File: config.mk
export PLATFORM = sky130hd
export DESIGN_NAME = cache_fill_arbiter
export DESIGN_NICKNAME = d
export VERILOG_FILES = /design/src/rtl/cache_fill_arbiter.sv
export SDC_FILE = /design/constraint.sdc
export NUM_CORES = 1
export LEC_CHECK = 0
export CAP_MARGIN = 5
export CORE_ASPECT_RATIO = 1.4
export CORE_MARGIN = 2
export CORE_UTILIZATION = 35
export CTS_BUF_LIST = sky130_fd_sc_hd__clkbuf_2 sky130_fd_sc_hd__clkbuf_4 sky130_fd_sc_hd__clkbuf_8
export DETAILED_ROUTE_END_ITERATION = 6
export PLACE_DENSITY = 0.89
export SLEW_MARGIN = 20
export SYNTH_ARGS = -nofsm -noshare
export SYNTH_HDL_FRONTEND = slang
export SYNTH_SLANG_ARGS = --single-unit
export TNS_END_PERCENT = 100
File: constraint.sdc
create_clock -name clk -period 3 [get_ports clk]
set_clock_uncertainty 0.15 [all_clocks]
set_input_delay 0.9 -clock clk [delete_from_list [all_inputs] [get_ports clk]]
set_output_delay 0.9 -clock clk [all_outputs]
set_load 0.01 [all_outputs]
File: src/rtl/cache_fill_arbiter.sv
// rtl/cache_fill_arbiter.sv - round-robin cache miss fill and write-through store arbiter
module cache_fill_arbiter #(
    parameter int ADDR_W = 16,
    parameter int DATA_W = 16,
    parameter int NUM_CH = 2,
    parameter int WORDS  = 8
) (
    input  logic                     clk,
    input  logic                     rst,
    input  logic [NUM_CH-1:0]        miss_req,
    input  logic [NUM_CH*ADDR_W-1:0] miss_addr,
    input  logic                     wr_req,
    input  logic [ADDR_W-1:0]        wr_addr,
    input  logic [DATA_W-1:0]        wr_data,
    output logic                     wr_ack,
    output logic                     mem_en,
    output logic                     mem_write,
    output logic [ADDR_W-1:0]        mem_addr,
    output logic [DATA_W-1:0]        mem_wdata,
    input  logic [DATA_W-1:0]        mem_rdata,
    input  logic                     mem_rvalid,
    output logic [NUM_CH-1:0]        fill_data_we,
    output logic [NUM_CH-1:0]        fill_tag_we,
    output logic [$clog2(WORDS)-1:0] fill_word,
    output logic [DATA_W-1:0]        fill_data,
    output logic [NUM_CH-1:0]        stall,
    output logic                     busy
);

    localparam int CH_W   = (NUM_CH > 1) ? $clog2(NUM_CH) : 1;
    localparam int WORD_W = $clog2(WORDS);
    localparam int CNT_W  = WORD_W + 1;
    localparam logic [CNT_W-1:0]  CNT_WORDS = CNT_W'(WORDS);
    localparam logic [CNT_W-1:0]  CNT_LAST  = CNT_W'(WORDS - 1);
    localparam logic [ADDR_W-1:0] BLK_MASK  = ADDR_W'(2 * WORDS - 1);

    typedef enum logic [1:0] {IDLE, FILL, DONE, WRITE} state_t;

    state_t             state, state_n;
    logic [CH_W-1:0]    rr_ptr, rr_n;
    logic [CH_W-1:0]    grant, grant_n;
    logic [ADDR_W-1:0]  base, base_n;
    logic [CNT_W-1:0]   issue_cnt, issue_n;
    logic [CNT_W-1:0]   ret_cnt, ret_n;
    logic [CH_W-1:0]    pick, hi_pick, lo_pick;
    logic               hi_found;
    logic [ADDR_W-1:0]  sel_addr;
    logic [NUM_CH-1:0]  grant_oh;

    // Lowest requester at or above rr_ptr wins; otherwise wrap to the lowest requester.
    always_comb begin
        hi_pick  = '0;
        lo_pick  = '0;
        hi_found = 1'b0;
        for (int i = NUM_CH - 1; i >= 0; i--) begin
            if (miss_req[i]) begin
                lo_pick = CH_W'(i);
                if (CH_W'(i) >= rr_ptr) begin
                    hi_pick  = CH_W'(i);
                    hi_found = 1'b1;
                end
            end
        end
        pick = hi_found ? hi_pick : lo_pick;
        sel_addr = '0;
        for (int i = 0; i < NUM_CH; i++) begin
            if (pick == CH_W'(i)) sel_addr = miss_addr[i*ADDR_W +: ADDR_W];
        end
    end

    always_comb begin
        for (int i = 0; i < NUM_CH; i++) begin
            grant_oh[i] = (grant == CH_W'(i));
            stall[i]    = miss_req[i] | (busy & grant_oh[i]);
        end
    end

    assign busy = (state != IDLE);

    always_ff @(posedge clk or negedge rst) begin
        if (!rst) begin
            state     <= IDLE;
            rr_ptr    <= '0;
            grant     <= '0;
            base      <= '0;
            issue_cnt <= '0;
            ret_cnt   <= '0;
        end else begin
            state     <= state_n;
            rr_ptr    <= rr_n;
            grant     <= grant_n;
            base      <= base_n;
            issue_cnt <= issue_n;
            ret_cnt   <= ret_n;
        end
    end

    always_comb begin
        state_n      = state;
        rr_n         = rr_ptr;
        grant_n      = grant;
        base_n       = base;
        issue_n      = issue_cnt;
        ret_n        = ret_cnt;
        mem_en       = 1'b0;
        mem_write    = 1'b0;
        mem_addr     = '0;
        mem_wdata    = '0;
        wr_ack       = 1'b0;
        fill_data_we = '0;
        fill_tag_we  = '0;
        fill_word    = '0;
        fill_data    = '0;
        case (state)
            IDLE: begin
                if (|miss_req) begin
                    grant_n = pick;
                    base_n  = sel_addr & ~BLK_MASK;
                    issue_n = '0;
                    ret_n   = '0;
                    state_n = FILL;
                end else if (wr_req) begin
                    state_n = WRITE;
                end
            end
            FILL: begin
                if (issue_cnt < CNT_WORDS) begin
                    mem_en   = 1'b1;
                    mem_addr = base + ADDR_W'({issue_cnt, 1'b0});
                    issue_n  = issue_cnt + 1'b1;
                end
                // Returns are written straight through so the cache sees data the cycle it arrives.
                if (mem_rvalid) begin
                    fill_data_we = grant_oh;
                    fill_word    = ret_cnt[WORD_W-1:0];
                    fill_data    = mem_rdata;
                    ret_n        = ret_cnt + 1'b1;
                    if (ret_cnt == CNT_LAST) begin
                        fill_tag_we = grant_oh;
                        state_n     = DONE;
                    end
                end
            end
            DONE: begin
                rr_n    = (grant == CH_W'(NUM_CH - 1)) ? '0 : grant + 1'b1;
                state_n = IDLE;
            end
            WRITE: begin
                mem_en    = 1'b1;
                mem_write = 1'b1;
                mem_addr  = wr_addr;
                mem_wdata = wr_data;
                wr_ack    = 1'b1;
                state_n   = IDLE;
            end
            default: state_n = IDLE;
        endcase
    end

endmodule

==> impl_metrics.yaml <==
finish:
  seq_area_um2: 601
  n_antenna_cell: 0
  multi_input_area_um2: 985
  final_core_util_pct: 66.1
  nNetsFinal: 423
  area_growth_pct: 85.4
  drive_above_1_share_pct: 14.1
  nFillCells: 426
  instances_no_fill: 398
routing:
  vias_per_cell: 5.20
  num_vias: 2070
  ant_nets: 0
  dr.pass1.iters: 4
  drc: 0
  dr.first_iter.drc_count: 81
  post_drt_wl_per_cell_um: 15.0
  drt-total-wl_um: 5960
run_status:
  outcome: "completed"
placed_design:
  place_hpwl_um: 4550
  placed_cells: 391
  gp_congestion: 0.810
  io_buffer_count: 138
timing:
  period_share_pct: 97.9
  period_needed_ns: 2.94
  finalSetupViolCount: 0
  tightest_slew_ns: 0.654
  fmax_ghz: 0.340
  finalHoldViolations: 0
  finalMaxSlewViolations: 0
  setup_tns_ns: 0
  rsz0062_at_grt: "no"
  max_slew_margin_pct: 56.3
cts:
  cts_root_buf: "clkbuf_8"
  numCtsBuffers: 3
  clk_latency_ns: 0.26
  cts_tree: "done"
  cts_buffer_depth: 2
  cts_hold_buf: 0
  cts_htree_levels: 1
  clk_pin_slew_worst_paths_ns: 0.08
  cts.sinks: 24
synthesis:
  synth.distinct_cells: 44
  yosys.area.top_type: "dfrtp_1"
  synth.yosys.seq_area_share_pct: 35.3
  syn_inst: 196
  synth_edf_count: 0
  ys.flop_type: "dfrtp_1"
  synthesis.nets: 284
  synth_area_mm2: 0.00170
  synth_area_leaders: "dfrtp_1, a22o_1, and2_1"
  avgSynthCellArea_um2: 8.67
  synth_top_area_share_pct: 35.3
  synth-seq-cells: 24
  async_flop_share_pct: 100
  yosys_warnings: 0
worst_setup_path:
  critPathBufInv: 4
  crit_chain: "clkdlybuf4s15_1, and3b_2, buf_6, buf_4, and2_1, buf_2"
  arrival_ns: 1.89
  cp.required_ns: 1.95
  critPathTopFamily: "buffers and inverters"
  crit_fanout: 7
  cpMaxStageDelayCell: "and3b_2"
  max_stage_delay_ns: 0.23
  cp-end-kind: "primary output"
  startpoint_type: "input port"
  path_class: "input port to primary output"
floorplanning:
  core_mm2: 0.00477
  start_util_pct: 35.6
  dieArea_mm2: 0.00544
  die_h_um: 86.4
  num_io_pins: 147
  core.rowCount: 30
  fp.dieW_um: 62.9
grt:
  grt_pass1_wl_um: 9450
  grt_pass1_vias: 2005
  antenna_found_initial: 0
  grt_usage_pct: 21.1
  grt-ovfl-total: 0
  grt_start_max_net_pins: 25
power_and_ir_drop:
  powerDensity_mw_per_mm2: 697
  power_w: 0.00220
  irDropWorstVdd_uv: 341
  p_leak_nw: 1.54
hold_path:
  hold_class: "flop to flop"
run:
  cap_viol_max_count: 0
[power breakdown]
group / total [W] / leakage, nW / switching [W] / internal, W
sequential: 0.000625 / 0.282 / 0.000147 / 0.000478
clock: 0.000216 / 0.0288 / 0.0000994 / 0.000117
combinational: 0.00136 / 1.23 / 0.000611 / 0.000745
[worst paths after layout]
check	to	startpoint	cells past startpoint	slack (ns)
min in group asynchronous	ret_cnt[2]	rst	2	0.85
worst max-delay path	fill_data[13]	mem_rvalid	6	0.06
worst min register to register	ret_cnt[3]	ret_cnt[3]	1	0.32
worst max register to register	base[7]	state[0]	5	1.07
worst min-delay path	ret_cnt[3]	ret_cnt[3]	1	0.32
max in group asynchronous	base[13]	rst	2	1.61
[cells by family after synthesis]
logic type,synth area share [%]
fa+ha+maj,1.47
xor+xnor,1.03
compound gates,24.8
flops,35.3
simple gates,28.0
buf+inv,7.22
mux,2.14
[through the flow]
stage          hold WS, ns  setup WS (ns)  instance area [um^2]
2_1_floorplan        0.281          0.396                  1700
3_3_place_gp         0.300         -0.511                  3170
3_5_place_dp         0.311         -0.557                  3170
4_1_cts              0.322        0.00637                  3130
5_1_grt              0.356         0.0399                  3150
6_report             0.320         0.0623                  3150
[layout by cell type (no fill, tap or decap), types with 12 or more instances in the layout]
cell type,n
clkdlybuf4s50_1,80
dlygate4sd2_1,39
dfrtp_1,24
and3_1,18
and2_1,18
a22o_1,15
o21ai_0,15
a21oi_1,13
buf_2,13
buf_4,13
nand3_1,12
a31oi_1,12
[registers in the layout, indices dropped and copies added (netlist names)]
register	count
base	12
rr_ptr	1
grant	1
ret_cnt	4
issue_cnt	4
state	2
[area by class of cell]
cell class	count	area share, %
Clock buffer	4	1.75
Sequential cell	24	19.1
Tap cell	64	2.54
Inverter	3	0.357
Timing Repair Buffer	155	45.0
Multi-Input combinational cell	148	31.3
[layer usage]
| metal | wire length (um) | track usage (%) | vias to the layer above |
|---|---|---|---|
| li1 | - | - | 994 |
| met1 | 2360 | 25.5 | 981 |
| met2 | 3170 | 39.5 | 87 |
| met3 | 360 | 2.60 | 8 |
| met4 | 75 | 5.45 | 0 |
| met5 | 0 | 0 | - |
[Yosys cell counts, drive strengths merged, types with 2 or more instances]
cell    instances
and2b           2
nand3          12
nand2b          2
mux2            2
clkbuf         12
ha              2
nand2           3
nor2            8
o21ai          15
buf             9
and2           22
nor3            2
a21oi          14
and3           18
dfrtp          24
and3b           2
a31oi          12
a22o           16
inv             3
[repair_timing]
action / in CTS / in global routing
hold endpoints to repair: 0 / 0
setup buffers: 3 / 0
pin swaps: 1 / 0
endpoints found under the setup margin: 57 / 16
gates resized for setup: 104 / 6
Power figures use the tool's default switching activity.
